[config.mk]
export PLATFORM = sky130hd
export DESIGN_NAME = sd_spi_slave
export DESIGN_NICKNAME = d
export VERILOG_FILES = /design/src/rtl/sd_spi_pkg.sv /design/src/rtl/sd_spi_sync.sv /design/src/rtl/sd_spi_slave.sv
export SDC_FILE = /design/constraint.sdc
export NUM_CORES = 1
export LEC_CHECK = 0
export BUFFER_PORTS_ARGS = -buffer_cell sky130_fd_sc_hd__buf_2
export CAP_MARGIN = 15
export CORE_MARGIN = 5
export CORE_UTILIZATION = 35
export CTS_CLUSTER_DIAMETER = 80
export DETAILED_ROUTE_END_ITERATION = 12
export REMOVE_ABC_BUFFERS = 1
export SKIP_LAST_GASP = 1
export SLEW_MARGIN = 20
export SYNTH_ARGS = -nofsm -noshare
export SYNTH_HDL_FRONTEND = slang
export SYNTH_SLANG_ARGS = --single-unit
[constraint.sdc]
create_clock -name clock50 -period 2 [get_ports clock50]
set_clock_uncertainty 0.2 [all_clocks]
set_input_delay 0.4 -clock clock50 [delete_from_list [all_inputs] [get_ports clock50]]
set_output_delay 0.4 -clock clock50 [all_outputs]
set_load 0.1 [all_outputs]
[src/rtl/sd_spi_pkg.sv]
// sd_spi_pkg: shared types and constants for the SD/SPI link.
//   spi_state_e       - responder state (ABORT only reachable with
//                       SD_SPI_SLAVE_TIMEOUT_EN defined)
//   IDLE_BYTE_DEFAULT - byte shifted out when no tx data is queued
//   SPI_TIMEOUT_CNT   - frame timeout in clock50 cycles, shared with the master
//   TIMEOUT_W         - width of the frame timeout counter
package sd_spi_pkg;

    typedef enum logic [1:0] {
        IDLE  = 2'd0,
        SHIFT = 2'd1,
        ABORT = 2'd2
    } spi_state_e;

    localparam logic [7:0]  IDLE_BYTE_DEFAULT = 8'hFF;
    localparam int unsigned SPI_TIMEOUT_CNT   = 5000000;
    localparam int          TIMEOUT_W         = 25;

endpackage

[src/rtl/sd_spi_sync.sv]
// sd_spi_sync: STAGES-flop synchronizer with single-cycle edge pulses.
//   clk, rst - sampling clock, async active-high reset
//   d        - asynchronous input
//   q        - synchronized level
//   rise     - one-cycle pulse when q goes 0->1
//   fall     - one-cycle pulse when q goes 1->0
// All flops reset to 0. For CS this means a CS held low through reset
// produces no fall pulse, so the responder waits for a fresh CS fall.
module sd_spi_sync #(
    parameter int STAGES = 2
) (
    input  logic clk,
    input  logic rst,
    input  logic d,
    output logic q,
    output logic rise,
    output logic fall
);

    logic [STAGES-1:0] sync_q, sync_d;
    logic              prev_q, prev_d;

    always_comb begin
        sync_d = {sync_q[STAGES-2:0], d};
        prev_d = sync_q[STAGES-1];
    end

    always_ff @(posedge clk or posedge rst) begin
        if (rst) begin
            sync_q <= '0;
            prev_q <= 1'b0;
        end else begin
            sync_q <= sync_d;
            prev_q <= prev_d;
        end
    end

    assign q    = sync_q[STAGES-1];
    assign rise =  q & ~prev_q;
    assign fall = ~q &  prev_q;

endmodule

[src/rtl/sd_spi_slave.sv]
// sd_spi_slave: SPI mode-0 responder, oversampled in the clock50 domain.
//   clock50, reset        - system clock, async active-high reset
//   SPI_CS/SCLK/MOSI      - master inputs (CS active low, SCLK <= clock50/8)
//   SPI_MISO              - registered data to master
//   rx_data/rx_valid      - last complete byte, level valid; rx_ack consumes
//   tx_data/tx_load       - write the single-entry tx buffer; tx_empty = free
//   overrun               - sticky, an unread byte was overwritten
//   frame_active          - responder is inside a CS-low frame
//   sd_timeout            - sticky frame timeout flag
// Optional: define SD_SPI_SLAVE_TIMEOUT_EN to build the frame timeout
// counter; otherwise sd_timeout is tied to 0.
module sd_spi_slave
    import sd_spi_pkg::*;
#(
    parameter int          SYNC_STAGES = 2,
    parameter logic [7:0]  IDLE_BYTE   = IDLE_BYTE_DEFAULT,
    parameter int unsigned TIMEOUT_CNT = SPI_TIMEOUT_CNT
) (
    input  logic       clock50,
    input  logic       reset,
    input  logic       SPI_CS,
    input  logic       SPI_SCLK,
    input  logic       SPI_MOSI,
    output logic       SPI_MISO,
    output logic [7:0] rx_data,
    output logic       rx_valid,
    input  logic       rx_ack,
    input  logic [7:0] tx_data,
    input  logic       tx_load,
    output logic       tx_empty,
    output logic       overrun,
    output logic       frame_active,
    output logic       sd_timeout
);

    if (SYNC_STAGES < 2 || TIMEOUT_CNT < 1 || TIMEOUT_CNT >= (1 << TIMEOUT_W))
    begin : g_bad_cfg
        $error("sd_spi_slave: SYNC_STAGES must be >= 2 and TIMEOUT_CNT must fit the counter");
    end

    logic sclk_rise, sclk_fall, cs_rise, cs_fall, mosi_s;
    logic sclk_lvl_unused, cs_lvl_unused;

    sd_spi_sync #(.STAGES(SYNC_STAGES)) u_sclk_sync (
        .clk(clock50), .rst(reset), .d(SPI_SCLK),
        .q(sclk_lvl_unused), .rise(sclk_rise), .fall(sclk_fall));

    sd_spi_sync #(.STAGES(SYNC_STAGES)) u_cs_sync (
        .clk(clock50), .rst(reset), .d(SPI_CS),
        .q(cs_lvl_unused), .rise(cs_rise), .fall(cs_fall));

    // MOSI needs only its level; same depth keeps it aligned with sclk_rise.
    logic [SYNC_STAGES-1:0] mosi_sync_q, mosi_sync_d;
    assign mosi_sync_d = {mosi_sync_q[SYNC_STAGES-2:0], SPI_MOSI};
    assign mosi_s      = mosi_sync_q[SYNC_STAGES-1];

    spi_state_e state_q, state_d;
    logic [2:0] bit_cnt_q, bit_cnt_d;
    logic [7:0] rx_shift_q, rx_shift_d, tx_shift_q, tx_shift_d;
    logic [7:0] rx_data_q, rx_data_d, tx_buf_q, tx_buf_d;
    logic       rx_valid_q, rx_valid_d, overrun_q, overrun_d;
    logic       tx_empty_q, tx_empty_d, miso_q, miso_d;
    logic       tx_take, rx_done, drive;

`ifdef SD_SPI_SLAVE_TIMEOUT_EN
    localparam logic [TIMEOUT_W-1:0] TO_LAST = TIMEOUT_W'(TIMEOUT_CNT - 1);
    localparam logic [TIMEOUT_W-1:0] TO_SAT  = TIMEOUT_W'(TIMEOUT_CNT);
    logic [TIMEOUT_W-1:0] to_cnt_q, to_cnt_d;
    logic                 sd_timeout_q, sd_timeout_d;
`endif

    always_comb begin
        state_d    = state_q;
        bit_cnt_d  = bit_cnt_q;
        rx_shift_d = rx_shift_q;
        tx_shift_d = tx_shift_q;
        rx_data_d  = rx_data_q;
        rx_valid_d = rx_valid_q;
        overrun_d  = overrun_q;
        tx_buf_d   = tx_buf_q;
        tx_empty_d = tx_empty_q;
        miso_d     = 1'b1;
        tx_take    = 1'b0;
        rx_done    = 1'b0;
        drive      = 1'b0;
`ifdef SD_SPI_SLAVE_TIMEOUT_EN
        to_cnt_d     = to_cnt_q;
        sd_timeout_d = sd_timeout_q;
`endif

        if (rx_ack && rx_valid_q) begin
            rx_valid_d = 1'b0;
            overrun_d  = 1'b0;
        end

        case (state_q)
            IDLE: begin
                bit_cnt_d = '0;
                if (cs_fall) begin
                    state_d = SHIFT;
                    tx_take = 1'b1;
`ifdef SD_SPI_SLAVE_TIMEOUT_EN
                    to_cnt_d     = '0;
                    sd_timeout_d = 1'b0;
`endif
                end
            end
            SHIFT: begin
                if (cs_rise) begin
                    state_d   = IDLE;
                    bit_cnt_d = '0;
                end else begin
                    drive = 1'b1;
                    if (sclk_rise) begin
                        rx_shift_d = {rx_shift_q[6:0], mosi_s};
                        bit_cnt_d  = bit_cnt_q + 3'd1;
                        rx_done    = (bit_cnt_q == 3'd7);
                    end else if (sclk_fall) begin
                        // bit_cnt==0 on a fall only after the 8th rise of a byte
                        if (bit_cnt_q == 3'd0) tx_take = 1'b1;
                        else                   tx_shift_d = {tx_shift_q[6:0], 1'b0};
                    end
`ifdef SD_SPI_SLAVE_TIMEOUT_EN
                    if (sclk_rise || sclk_fall) begin
                        to_cnt_d = '0;
                    end else if (to_cnt_q == TO_LAST) begin
                        state_d      = ABORT;
                        sd_timeout_d = 1'b1;
                        bit_cnt_d    = '0;
                        to_cnt_d     = TO_SAT;
                        drive        = 1'b0;
                    end else begin
                        to_cnt_d = to_cnt_q + 1'b1;
                    end
`endif
                end
            end
`ifdef SD_SPI_SLAVE_TIMEOUT_EN
            ABORT: begin
                bit_cnt_d = '0;
                if (cs_rise) state_d = IDLE;
            end
`endif
            default: state_d = IDLE;
        endcase

        // Buffer-to-shifter move happens before a same-cycle tx_load, so the
        // shifter gets the old byte and the buffer keeps the new one.
        if (tx_take) begin
            tx_shift_d = tx_empty_q ? IDLE_BYTE : tx_buf_q;
            tx_empty_d = 1'b1;
        end
        if (tx_load) begin
            tx_buf_d   = tx_data;
            tx_empty_d = 1'b0;
        end
        if (rx_done) begin
            rx_data_d  = {rx_shift_q[6:0], mosi_s};
            rx_valid_d = 1'b1;
            if (rx_valid_q && !rx_ack) overrun_d = 1'b1;
        end
        // MISO follows the shifter's next value to save a cycle of latency.
        if (drive) miso_d = tx_shift_d[7];
    end

    always_ff @(posedge clock50 or posedge reset) begin
        if (reset) begin
            mosi_sync_q <= '0;
            state_q     <= IDLE;
            bit_cnt_q   <= '0;
            rx_shift_q  <= IDLE_BYTE;
            tx_shift_q  <= IDLE_BYTE;
            rx_data_q   <= '0;
            rx_valid_q  <= 1'b0;
            overrun_q   <= 1'b0;
            tx_buf_q    <= '0;
            tx_empty_q  <= 1'b1;
            miso_q      <= 1'b1;
        end else begin
            mosi_sync_q <= mosi_sync_d;
            state_q     <= state_d;
            bit_cnt_q   <= bit_cnt_d;
            rx_shift_q  <= rx_shift_d;
            tx_shift_q  <= tx_shift_d;
            rx_data_q   <= rx_data_d;
            rx_valid_q  <= rx_valid_d;
            overrun_q   <= overrun_d;
            tx_buf_q    <= tx_buf_d;
            tx_empty_q  <= tx_empty_d;
            miso_q      <= miso_d;
        end
    end

`ifdef SD_SPI_SLAVE_TIMEOUT_EN
    always_ff @(posedge clock50 or posedge reset) begin
        if (reset) begin
            to_cnt_q     <= '0;
            sd_timeout_q <= 1'b0;
        end else begin
            to_cnt_q     <= to_cnt_d;
            sd_timeout_q <= sd_timeout_d;
        end
    end
    assign sd_timeout = sd_timeout_q;
`else
    assign sd_timeout = 1'b0;
`endif

    assign SPI_MISO     = miso_q;
    assign rx_data      = rx_data_q;
    assign rx_valid     = rx_valid_q;
    assign overrun      = overrun_q;
    assign tx_empty     = tx_empty_q;
    // Tracks the synchronized CS low, but stays 0 for a CS still low after reset.
    assign frame_active = (state_q != IDLE);

endmodule

==> impl_results.md <==
- Main combinational cell family by area after synthesis: multiplexers
- Delay-heaviest family, CP: simple AND/OR/NAND/NOR gates
- Period utilization: between 90% and 100%
- Global Route Usage Sum: a little over a tenth
- Maximum vdd drop: 0.0005496 V
- Synth Flop Type: dfrtp_1
- Clock tree sinks: 47
- Critical path type: reg2reg
- Buf+Inv Stages, Crit Path: 1
- Critical Path, Cell by Cell: inv_1, ha_1, nor2b_1, nand4_1, a2111oi_4, a41oi_2
- Syn. warnings: 0
- Drt wl/cell: approximately 13 µm
- FF-to-FF path depth: 6
- CTS buffer count: 5
- Clk_lat worst skew: about 290 ps
- Stages on worst setup path: 6
- Diodes inserted: 0
- Largest net degree at the start of global routing: 29
- CTS max path bufs: 2
- Worst slew pin tran: approximately 690 ps
- Req. time, crit path: 2000 ps
- Share of layout cells above drive strength 1: between 40% and 50%
- Mapped Area: between 0.0015 and 0.002 mm²
- Number of port buffers: 27
- Routed WL: 3385 µm
- Grt total ovfl: 0
- Reg-to-Reg End: SPI_MISO$_DFF_PP1_
- CTS resizes: 0
- Gpl congestion: about 0.78
- Core Box Area: roughly 0.0055 mm²
- Worst Hold Class: in2reg
- DRC viols: 0
- Pwr/cell area: approximately 960 mW/mm²
- Crit start category: flop
- Complex-gate fraction of the synthesized area: under 10%
- Vias: between 1,000 and 1,500
- Root buf cell: clkbuf_8
- RSZ-0062 raised after global routing: no
- Final setup fails: 0
- Initial Util: between 30 and 40%
- Worst EP arrival: between 1500 and 2000 ps
- Pre-CTS setup slack: about 150 ps
- Vias in the first global route: around 1,300
- Post-synth EDFFs: 0
- Initial antenna violation count: 0
- Tmin final: about 1900 ps
- Outcome: finished clean
- 1st-iter DRT viols: 43
- TritonCTS clock tree: built
- CP endpoint kind: flop
- Die ar.: 0.007239 mm²
- Die X: ~85 µm
- Critical path's slowest cell: dfrtp_1
- Hold Startpoint: rx_ack
- First-pass iteration count of the detailed router: 4
- Synth Area in Simple Gates: under 10%
- First-pass GRT wire length: 6016 µm
- Setup TNS: 0 ps
- R2R Path Start: bit_cnt_q[0]$_DFFE_PP0P_
- Avg Inst Size Synth: ~14 µm²
- CP Max Fanout: 3
- Critical path startpoint: bit_cnt_q[0]$_DFFE_PP0P_
- Final net count: about 200
- Post-synth ARST share: 100.0%
- Mapped Cells: 145
- Post-synthesis register bit count: 47
- Num rows: 27
- Final Max Tran Viols: 0
- Final Hold Fails: 0
- Max Freq: 0.5358 GHz
- Dpl hpwl: about 2600 µm
- I/O pins: 29
- Multiplexer share of the synthesized area: around 17%
- Netlist cell types: 35
- Final Worst Setup Slack: roughly 130 ps
- Relative slew slack: approximately 54%
- Max_cap viols: 0
- Adder-cell share of the synthesized area: ~1.9%
- Xor and xnor area share after synthesis: 0.4439%
- Critical path's largest stage delay: 410 ps
- P_leak: 1.113 nW
- Synthesis-to-layout area growth: 19.59%
- Crit path capture: SPI_MISO$_DFF_PP1_
- Via density: 4.631
- Die Y: between 80 and 90 µm
- H-tree levels: 2
- Sequential area share after synthesis: between 60% and 70%
- R2r setup slk: around 130 ps
- Clock transition at the registers of the reported paths: ~80 ps
- ANT nets after route: 0
[cells in the mapped netlist, types with 2 or more instances]
cell type  instances  area (µm²)
a21oi_1            3       15.01
buf_2              2       10.01
buf_6              2       22.52
dfrtp_1           30       750.7
dfstp_2           17       446.7
ha_1               3       37.54
inv_1              6       22.52
mux2_2            23       259.0
mux2i_1            7       70.07
nand2_1            3       11.26
nand2b_1           2       12.51
nand3_1            5       25.02
nand4_2            2       25.02
nor2_1            14       52.55
nor2b_1            3       18.77
nor3_1             2       10.01
o21ai_0            3       15.01
[per-layer routing]
metal  vias to the layer above  track usage, %  part of all wire [%]
met2                        24           18.08                    52
met3                         7           3.592                   4.8
met4                         0           3.597                   1.6
met1                       574           11.99                    42
met5                         -               0                     0
li1                        562               -                     -
[worst min path at each step]
stage	cells after the start	endpoint	slack, ps
after floorplan	0	mosi_sync_q[1]$_DFF_PP0_	130
after global placement	0	u_sclk_sync.sync_q[1]$_DFF_PP0_	130
final	2	flop	90
after global routing	2	flop	90
after detailed placement	0	u_cs_sync.sync_q[1]$_DFF_PP0_	140
after CTS	2	flop	80
[flip-flops by register name (all words and copies together), names as in the netlist, named ones only]
register / flops
rx_valid: 1
u_sclk_sync.prev_q: 1
tx_buf_q: 8
SPI_MISO: 1
mosi_sync_q: 2
state_q: 1
rx_shift_q: 7
tx_shift_q: 8
u_sclk_sync.sync_q: 2
bit_cnt_q: 3
u_cs_sync.sync_q: 2
tx_empty: 1
rx_data: 8
u_cs_sync.prev_q: 1
[report_power, final]
part	total, mW	switching, mW	leakage (nW)	internal (mW)
Clock	0.610	0.296	0.0505	0.314
Sequential	1.28	0.0945	0.557	1.18
Combinational	0.376	0.207	0.505	0.170
Total	2.26	0.597	1.11	1.66
[worst reg2reg max path, cell delays in order, from the launching register on]
cell and delay (ps):
dfrtp_1 410, inv_1 70, ha_1 150, nor2b_1 250, nand4_1 260, a2111oi_4 380, a41oi_2 60
[stage by stage]
| stage | power (mW) | hold WS (ps) | utilization, % | cells | area (µm²) |
|---|---|---|---|---|---|
| 2_1_floorplan | 1.549 | 131.2 | - | 138 | 1926 |
| 3_3_place_gp | 1.648 | 134.8 | 40.24 | 240 | 2216 |
| 3_5_place_dp | 1.673 | 141.8 | 40.24 | 240 | 2216 |
| 4_1_cts | 2.304 | 78.05 | 42.85 | 252 | 2360 |
| 5_1_grt | 2.400 | 91.39 | 42.85 | 252 | 2360 |
| 6_report | 2.262 | 92.52 | 42.85 | 252 | 2360 |
[timing repair]
| action | 4_1_cts | 5_1_grt |
|---|---|---|
| endpoints found under the setup margin | 0 | 0 |
| hold endpoints to repair | 15 | 0 |
| setup buffers | 0 | 0 |
| hold buffers | 4 | 0 |
[logic make-up (layout without fill, tap and decap cells)]
kind of cell	count (synthesis)	after routing
flops	47	47
simple gates	35	35
mux	30	30
compound gates	14	14
buf+inv	14	49
fa+ha+maj	3	3
other cells	1	1
xor+xnor	1	1
[cells in the final DEF (no fill, tap or decap), types with 2 or more instances in the layout]
cell,n
mux2_2,23
nor2_1,14
clkbuf_8,7
nor3_1,2
nand4_2,2
dlygate4sd3_1,4
buf_4,2
ha_1,3
dfrtp_1,30
buf_2,25
buf_12,3
o21ai_0,3
mux2i_1,7
a21oi_1,3
nor2b_1,3
nand3_1,5
nand2_1,3
nand2b_1,2
inv_1,5
dfstp_2,17
[final cells by class]
cell class                      instances  area [µm²]
Multi-Input combinational cell         84       701.9
Clock buffer                            7       96.34
Sequential cell                        47        1197
Fill cell                             516        3147
Timing Repair Buffer                   34       240.2
Inverter                                7       26.28
Clock inverter                          1       7.507
Tap cell                               72       90.09
Power figures use the tool's default switching activity.
